### src/rtl/phase_pkg.sv
// Shared definitions for the phase bus: phase codes, opcode fields, legality check.
package phase_pkg;

    localparam int unsigned PH_W    = 5;
    localparam int unsigned INSTR_W = 16;
    localparam int unsigned OP_W    = 4;

    typedef logic [PH_W-1:0] phase_t;

    // Phase codes as seen on {p5,p4,p3,p2,p1}
    localparam phase_t PH_IDLE = 5'b00000;
    localparam phase_t PH_P1   = 5'b00001;
    localparam phase_t PH_P2   = 5'b00010;
    localparam phase_t PH_P3   = 5'b00100;
    localparam phase_t PH_P4   = 5'b01000;
    localparam phase_t PH_P5   = 5'b10000;
    localparam phase_t PH_P3P1 = 5'b00101;
    localparam phase_t PH_P5P2 = 5'b10010;

    // Opcode field values in instr[7:4] when instr[15:14] == CLS_PREFIX
    localparam logic [OP_W-1:0] HLT_OP     = 4'b1111;
    localparam logic [OP_W-1:0] NOP_OP     = 4'b1110;
    localparam logic [1:0]      CLS_PREFIX = 2'b11;

    // Per-stage strobe bundle driven towards the datapath
    typedef struct packed {
        logic wb_en;
        logic alu_go;
        logic rf_read;
        logic dec_en;
        logic ir_load;
    } strobe_t;

    // True for the idle code, any single-hot code and the two permitted overlaps
    function automatic logic is_legal_phase(input phase_t ph);
        case (ph)
            PH_IDLE, PH_P1, PH_P2, PH_P3, PH_P4, PH_P5,
            PH_P3P1, PH_P5P2: return 1'b1;
            default:          return 1'b0;
        endcase
    endfunction

endpackage

### src/rtl/instr_class.sv
// Combinational classification of an instruction word into HLT / NOP.
module instr_class #(
    parameter logic [3:0] HLT_OP = phase_pkg::HLT_OP,
    parameter logic [3:0] NOP_OP = phase_pkg::NOP_OP
) (
    input  logic [15:0] i_word,
    output logic        o_is_hlt_c,
    output logic        o_is_nop_c
);

    import phase_pkg::CLS_PREFIX;

    logic w_cls_match;
    logic w_unused;

    // Only the class prefix and opcode field take part in the decode
    assign w_cls_match = (i_word[15:14] == CLS_PREFIX);
    assign o_is_hlt_c  = w_cls_match && (i_word[7:4] == HLT_OP);
    assign o_is_nop_c  = w_cls_match && (i_word[7:4] == NOP_OP);
    assign w_unused    = ^{i_word[13:8], i_word[3:0]};

endmodule

### src/rtl/phase_decoder.sv
// Phase-bus consumer: turns sampled phase bits into one-cycle registered stage
// strobes, shadows the fetch/execute instruction slots, and reports halt,
// retired count and illegal-phase status.
module phase_decoder #(
    parameter logic [3:0]  HLT_OP = phase_pkg::HLT_OP,
    parameter logic [3:0]  NOP_OP = phase_pkg::NOP_OP,
    parameter int unsigned CNT_W  = 16
) (
    input  logic             clock,
    input  logic             reset,
    input  logic [4:0]       phase,
    input  logic [15:0]      instr,
    output logic             ir_load,
    output logic             dec_en,
    output logic             rf_read,
    output logic             alu_go,
    output logic             wb_en,
    output logic [15:0]      ir_ex,
    output logic             halt,
    output logic             halted,
    output logic             phase_err,
    output logic [CNT_W-1:0] retired
);

    import phase_pkg::is_legal_phase;
    import phase_pkg::strobe_t;
    import phase_pkg::INSTR_W;

    logic [INSTR_W-1:0] r_ir;
    logic [INSTR_W-1:0] r_ir_ex;
    strobe_t            r_strb;
    logic               r_halt;
    logic               r_halted;
    logic               r_err;
    logic [CNT_W-1:0]   r_retired;

    logic w_legal;
    logic w_p1;
    logic w_p2;
    logic w_p3;
    logic w_p4;
    logic w_p5;
    logic w_ex_hlt;
    logic w_ex_nop;

    // Phase bits only act when the whole code is legal
    assign w_legal = is_legal_phase(phase);
    assign w_p1    = w_legal & phase[0];
    assign w_p2    = w_legal & phase[1];
    assign w_p3    = w_legal & phase[2];
    assign w_p4    = w_legal & phase[3];
    assign w_p5    = w_legal & phase[4];

    instr_class #(
        .HLT_OP (HLT_OP),
        .NOP_OP (NOP_OP)
    ) u_ex_class (
        .i_word     (r_ir_ex),
        .o_is_hlt_c (w_ex_hlt),
        .o_is_nop_c (w_ex_nop)
    );

    // Instruction slots; with p3+p1 the execute slot takes the old fetch slot
    always_ff @(posedge clock) begin
        if (reset) begin
            r_ir    <= '0;
            r_ir_ex <= '0;
        end else begin
            if (w_p1) r_ir    <= instr;
            if (w_p3) r_ir_ex <= r_ir;
        end
    end

    // One-cycle stage strobes, writeback suppressed for HLT/NOP
    always_ff @(posedge clock) begin
        if (reset) begin
            r_strb <= '0;
        end else begin
            r_strb.ir_load <= w_p1;
            r_strb.dec_en  <= w_p2;
            r_strb.rf_read <= w_p3;
            r_strb.alu_go  <= w_p4;
            r_strb.wb_en   <= w_p5 & ~w_ex_hlt & ~w_ex_nop;
        end
    end

    // Halt pulse per p4 with HLT in execute; sticky status until the next fetch
    always_ff @(posedge clock) begin
        if (reset) begin
            r_halt   <= 1'b0;
            r_halted <= 1'b0;
        end else begin
            r_halt <= w_p4 & w_ex_hlt;
            if (w_p4 && w_ex_hlt) begin
                r_halted <= 1'b1;
            end else if (w_p1) begin
                r_halted <= 1'b0;
            end
        end
    end

    // Retired counter, one step per writeback phase including HLT/NOP
    always_ff @(posedge clock) begin
        if (reset) begin
            r_retired <= '0;
        end else if (w_p5) begin
            r_retired <= r_retired + CNT_W'(1);
        end
    end

    // Sticky illegal-phase flag, cleared only by reset
    always_ff @(posedge clock) begin
        if (reset) begin
            r_err <= 1'b0;
        end else if (!w_legal) begin
            r_err <= 1'b1;
        end
    end

    assign ir_load   = r_strb.ir_load;
    assign dec_en    = r_strb.dec_en;
    assign rf_read   = r_strb.rf_read;
    assign alu_go    = r_strb.alu_go;
    assign wb_en     = r_strb.wb_en;
    assign ir_ex     = r_ir_ex;
    assign halt      = r_halt;
    assign halted    = r_halted;
    assign phase_err = r_err;
    assign retired   = r_retired;

endmodule
### config.mk
export PLATFORM = sky130hd
export DESIGN_NAME = phase_decoder
export DESIGN_NICKNAME = d
export VERILOG_FILES = /design/src/rtl/phase_pkg.sv /design/src/rtl/instr_class.sv /design/src/rtl/phase_decoder.sv
export SDC_FILE = /design/constraint.sdc
export NUM_CORES = 1
export LEC_CHECK = 0
export CAP_MARGIN = 20
export CORE_MARGIN = 5
export CORE_UTILIZATION = 46
export DETAILED_ROUTE_END_ITERATION = 8
export HOLD_SLACK_MARGIN = 0.06
export PLACE_DENSITY = 0.78
export SYNTH_ARGS = -nofsm -noshare
export SYNTH_HDL_FRONTEND = slang
export SYNTH_SLANG_ARGS = --single-unit
### constraint.sdc
create_clock -name clock -period 2 [get_ports clock]
set_input_delay 0.5 -clock clock [delete_from_list [all_inputs] [get_ports clock]]
set_output_delay 0.5 -clock clock [all_outputs]
set_load 0.1 [all_outputs]
==> flow_summary.toml <==
[outcome]
status = "completed"

[logic_synthesis]
yosysSeqAreaShare_pct = 53.43
async_flop_share_pct = 0
synth_top_cells_by_area = "dfxtp_1 53%, nand2_1 14%, a21oi_1 9.3%, xor2_1 3.3%, nor2_1 3.2%"
syn_area_um2 = 2098
synthTopCellsByCount = "76 x nand2_1, 56 x dfxtp_1, 39 x a21oi_1"
synth_nets = 275
synth_top_cell_area_share_pct = 53.43
yosys.cell_count.top_type = "nand2_1"
ys_types = 26
ys_ff_latch = 56
synth_ff_type = "dfxtp_1"
synth_cells = 251
synth.avg_cell_area_um2 = 8.360
yosysWarningCount = 0
synth-edff-count = 0
synth_top_area_cell = "dfxtp_1"

[place]
io_buffers = 62
globalplace.congestion = 0.7976
placed_area_um2 = 3077
hpwl_um = 3782

[global_route]
grt_max_degree = 27
grt_pass1_vias = 1848
antenna_found_initial = 0
grt_remaining_overflow = 0
grt_pass1_wl_um = 8535
grtUsageTotal_pct = 17.30

[cells_and_area]
antenna_cells = 0
ff_latch_area_um2 = 1130
syn_to_final_growth_pct = 51.04
design_area_um2 = 3169
nets = 351
multi_input_area_um2 = 914.6
drive_gt1_share_pct = 24.16
fin_util_pct = 72.29
n_fill_cell = 348

[floorplanning]
pin_count = 63
rows = 24
die-width_um = 77.54
die_y_um = 77.54
dieArea_um2 = 6012
core_um2 = 4384
start_util_pct = 47.86

[detailed_routing]
wl_um = 5020
vias = 1927
firstDrtPassIters = 4
wl_per_cell_um = 13.25
postRouteAntennaNets = 0
viasPerCell = 5.084
drt_iter0_markers = 102
remaining_drc_errors = 0

[critical_path]
cp_max_fo = 4
critPathKind = "in2reg"
required_ps = 2230
crit_path_end_kind = "register"
crit_path_start_kind = "input port"
cp.arrival_ps = 2130

[sta]
relSlewSlack_pct = 77.18
max_freq_mhz = 527.5
hold_viol_final = 0
layout_min_cycle_time_ps = 1896
fin_crit_sh_pct = 94.79
drv_slew = 0
rsz0062_at_grt = "false"
finalSetupViolCount = 0
hold_ws_ps = 457.7
finalClockSkew_ps = 3.563
worst_pin_slew_ps = 340.9

[clocking]
cts.clk_slew.worst_paths_ps = 90
cts_buffers = 5
cts.sinks = 56
cts_tree = "yes"
htreeDepth = 2
worst_skew_pair.late_latency_ps = 300
ctsLongestPathBuffers = 2
cts.repair.resized = 0
root_buffer = "clkbuf_8"

[pwr]
p_leak_nw = 1.217
power_density_nw_per_um2 = 591.8
ir_drop_mv = 0.6737
power_w = 0.001876

[min_path]
min-delay-path-class = "reg2reg"

[flow_run]
max-cap-violations = 0
-- power breakdown --
group | internal [W] | switching (W)
Combinational | 0.0000785 | 0.0000921
Sequential | 0.00113 | 0.00000746
Clock | 0.000239 | 0.000333
Total | 0.00144 | 0.000433
-- routing by layer --
metal  vias to the layer above  part of all wire (%)  wire, um  global-route usage (%)
li1                        982                     -         -                       -
met1                       874                    43      2148                   21.70
met2                        67                    49      2470                   28.79
met3                         4                   6.8       342                   4.745
met4                         0                   1.2        59                   5.670
met5                         -                     0         0                       0
-- sequential cells by signal, indices dropped and copies added, names as in the netlist --
register and cells:
halted 1, retired 16, ir_load 1, dec_en 1, r_ir 16, phase_err 1
wb_en 1, halt 1, ir_ex 16, alu_go 1, rf_read 1
-- cells by family (layout without fill, tap and decap cells) --
| family | after synthesis | in the layout | synth area share, % |
|---|---|---|---|
| DFF | 56 | 56 | 53.43 |
| xor gates and xnor gates | 9 | 9 | 3.757 |
| and+or+nand+nor | 123 | 123 | 27.37 |
| adders and majority gates | 1 | 1 | 0.5962 |
| muxes | 1 | 1 | 0.4771 |
| buffers and inverters | 14 | 90 | 2.982 |
| AOI/OAI and AO/OA | 47 | 47 | 11.39 |
-- layout by cell type, fill, tap and decap left out --
master	Yosys	routed
clkbuf_1	10	1
clkbuf_8	0	5
nand3_4	1	1
buf_4	0	35
buf_12	0	25
nor3_2	1	1
clkinv_2	0	1
and3b_1	1	1
and4_1	2	2
clkdlybuf4s50_1	0	21
o21ai_0	7	7
nand2_1	76	76
nor3_1	1	1
dfxtp_2	0	7
nor4b_4	1	1
or3_1	6	6
ha_1	1	1
nand4_1	2	2
dfxtp_1	56	49
mux2i_1	1	1
and2_1	3	3
a21oi_1	39	39
xor2_1	8	8
xnor2_1	1	1
nand3_1	4	4
nor2_1	18	18
buf_2	2	1
a31o_2	1	1
and3_1	6	6
inv_1	1	1
nand4_2	1	1
-- worst max-delay path, cell delays in order --
cell	delay, ps
clkdlybuf4s50_1	470
nor4b_4	410
nand4_1	240
or3_1	350
a21oi_1	150
-- area by class of cell --
class	count	area share [%]
sequential	56	35.65
tap	52	2.053
multi-input combinational	181	28.86
clock buffer	6	2.290
timing repair buffer	82	30.87
clock inverter	1	0.1579
inverter	1	0.1184
-- path summary, 6_finish.rpt --
kind                                 from                  endpoint  slack (ps)  depth (start not counted)
setup / recovery                 phase[3]  retired[13]$_SDFFE_PP0P_         100                          5
hold / removal       r_ir[1]$_SDFFE_PP0P_      r_ir[1]$_SDFFE_PP0P_         460                          2
setup reg to reg  retired[0]$_SDFFE_PP0P_  retired[14]$_SDFFE_PP0P_         480                          5
hold reg to reg      r_ir[1]$_SDFFE_PP0P_      r_ir[1]$_SDFFE_PP0P_         460                          2
-- stage by stage --
step,setup TNS [ps],setup WS [ps],std cells
4_1_cts,0,80.92,377
6_report,0,104.1,379
3_3_place_gp,-905.5,-122.4,370
2_1_floorplan,0,7.906,251
5_1_grt,0,24.77,379
3_5_place_dp,-2450,-235.2,370
-- timing repair --
action                                  CTS  global route
endpoints found under the setup margin    0             2
buffers inserted                          0             2
hold buffers                              0             0
Power figures use the tool's default switching activity.
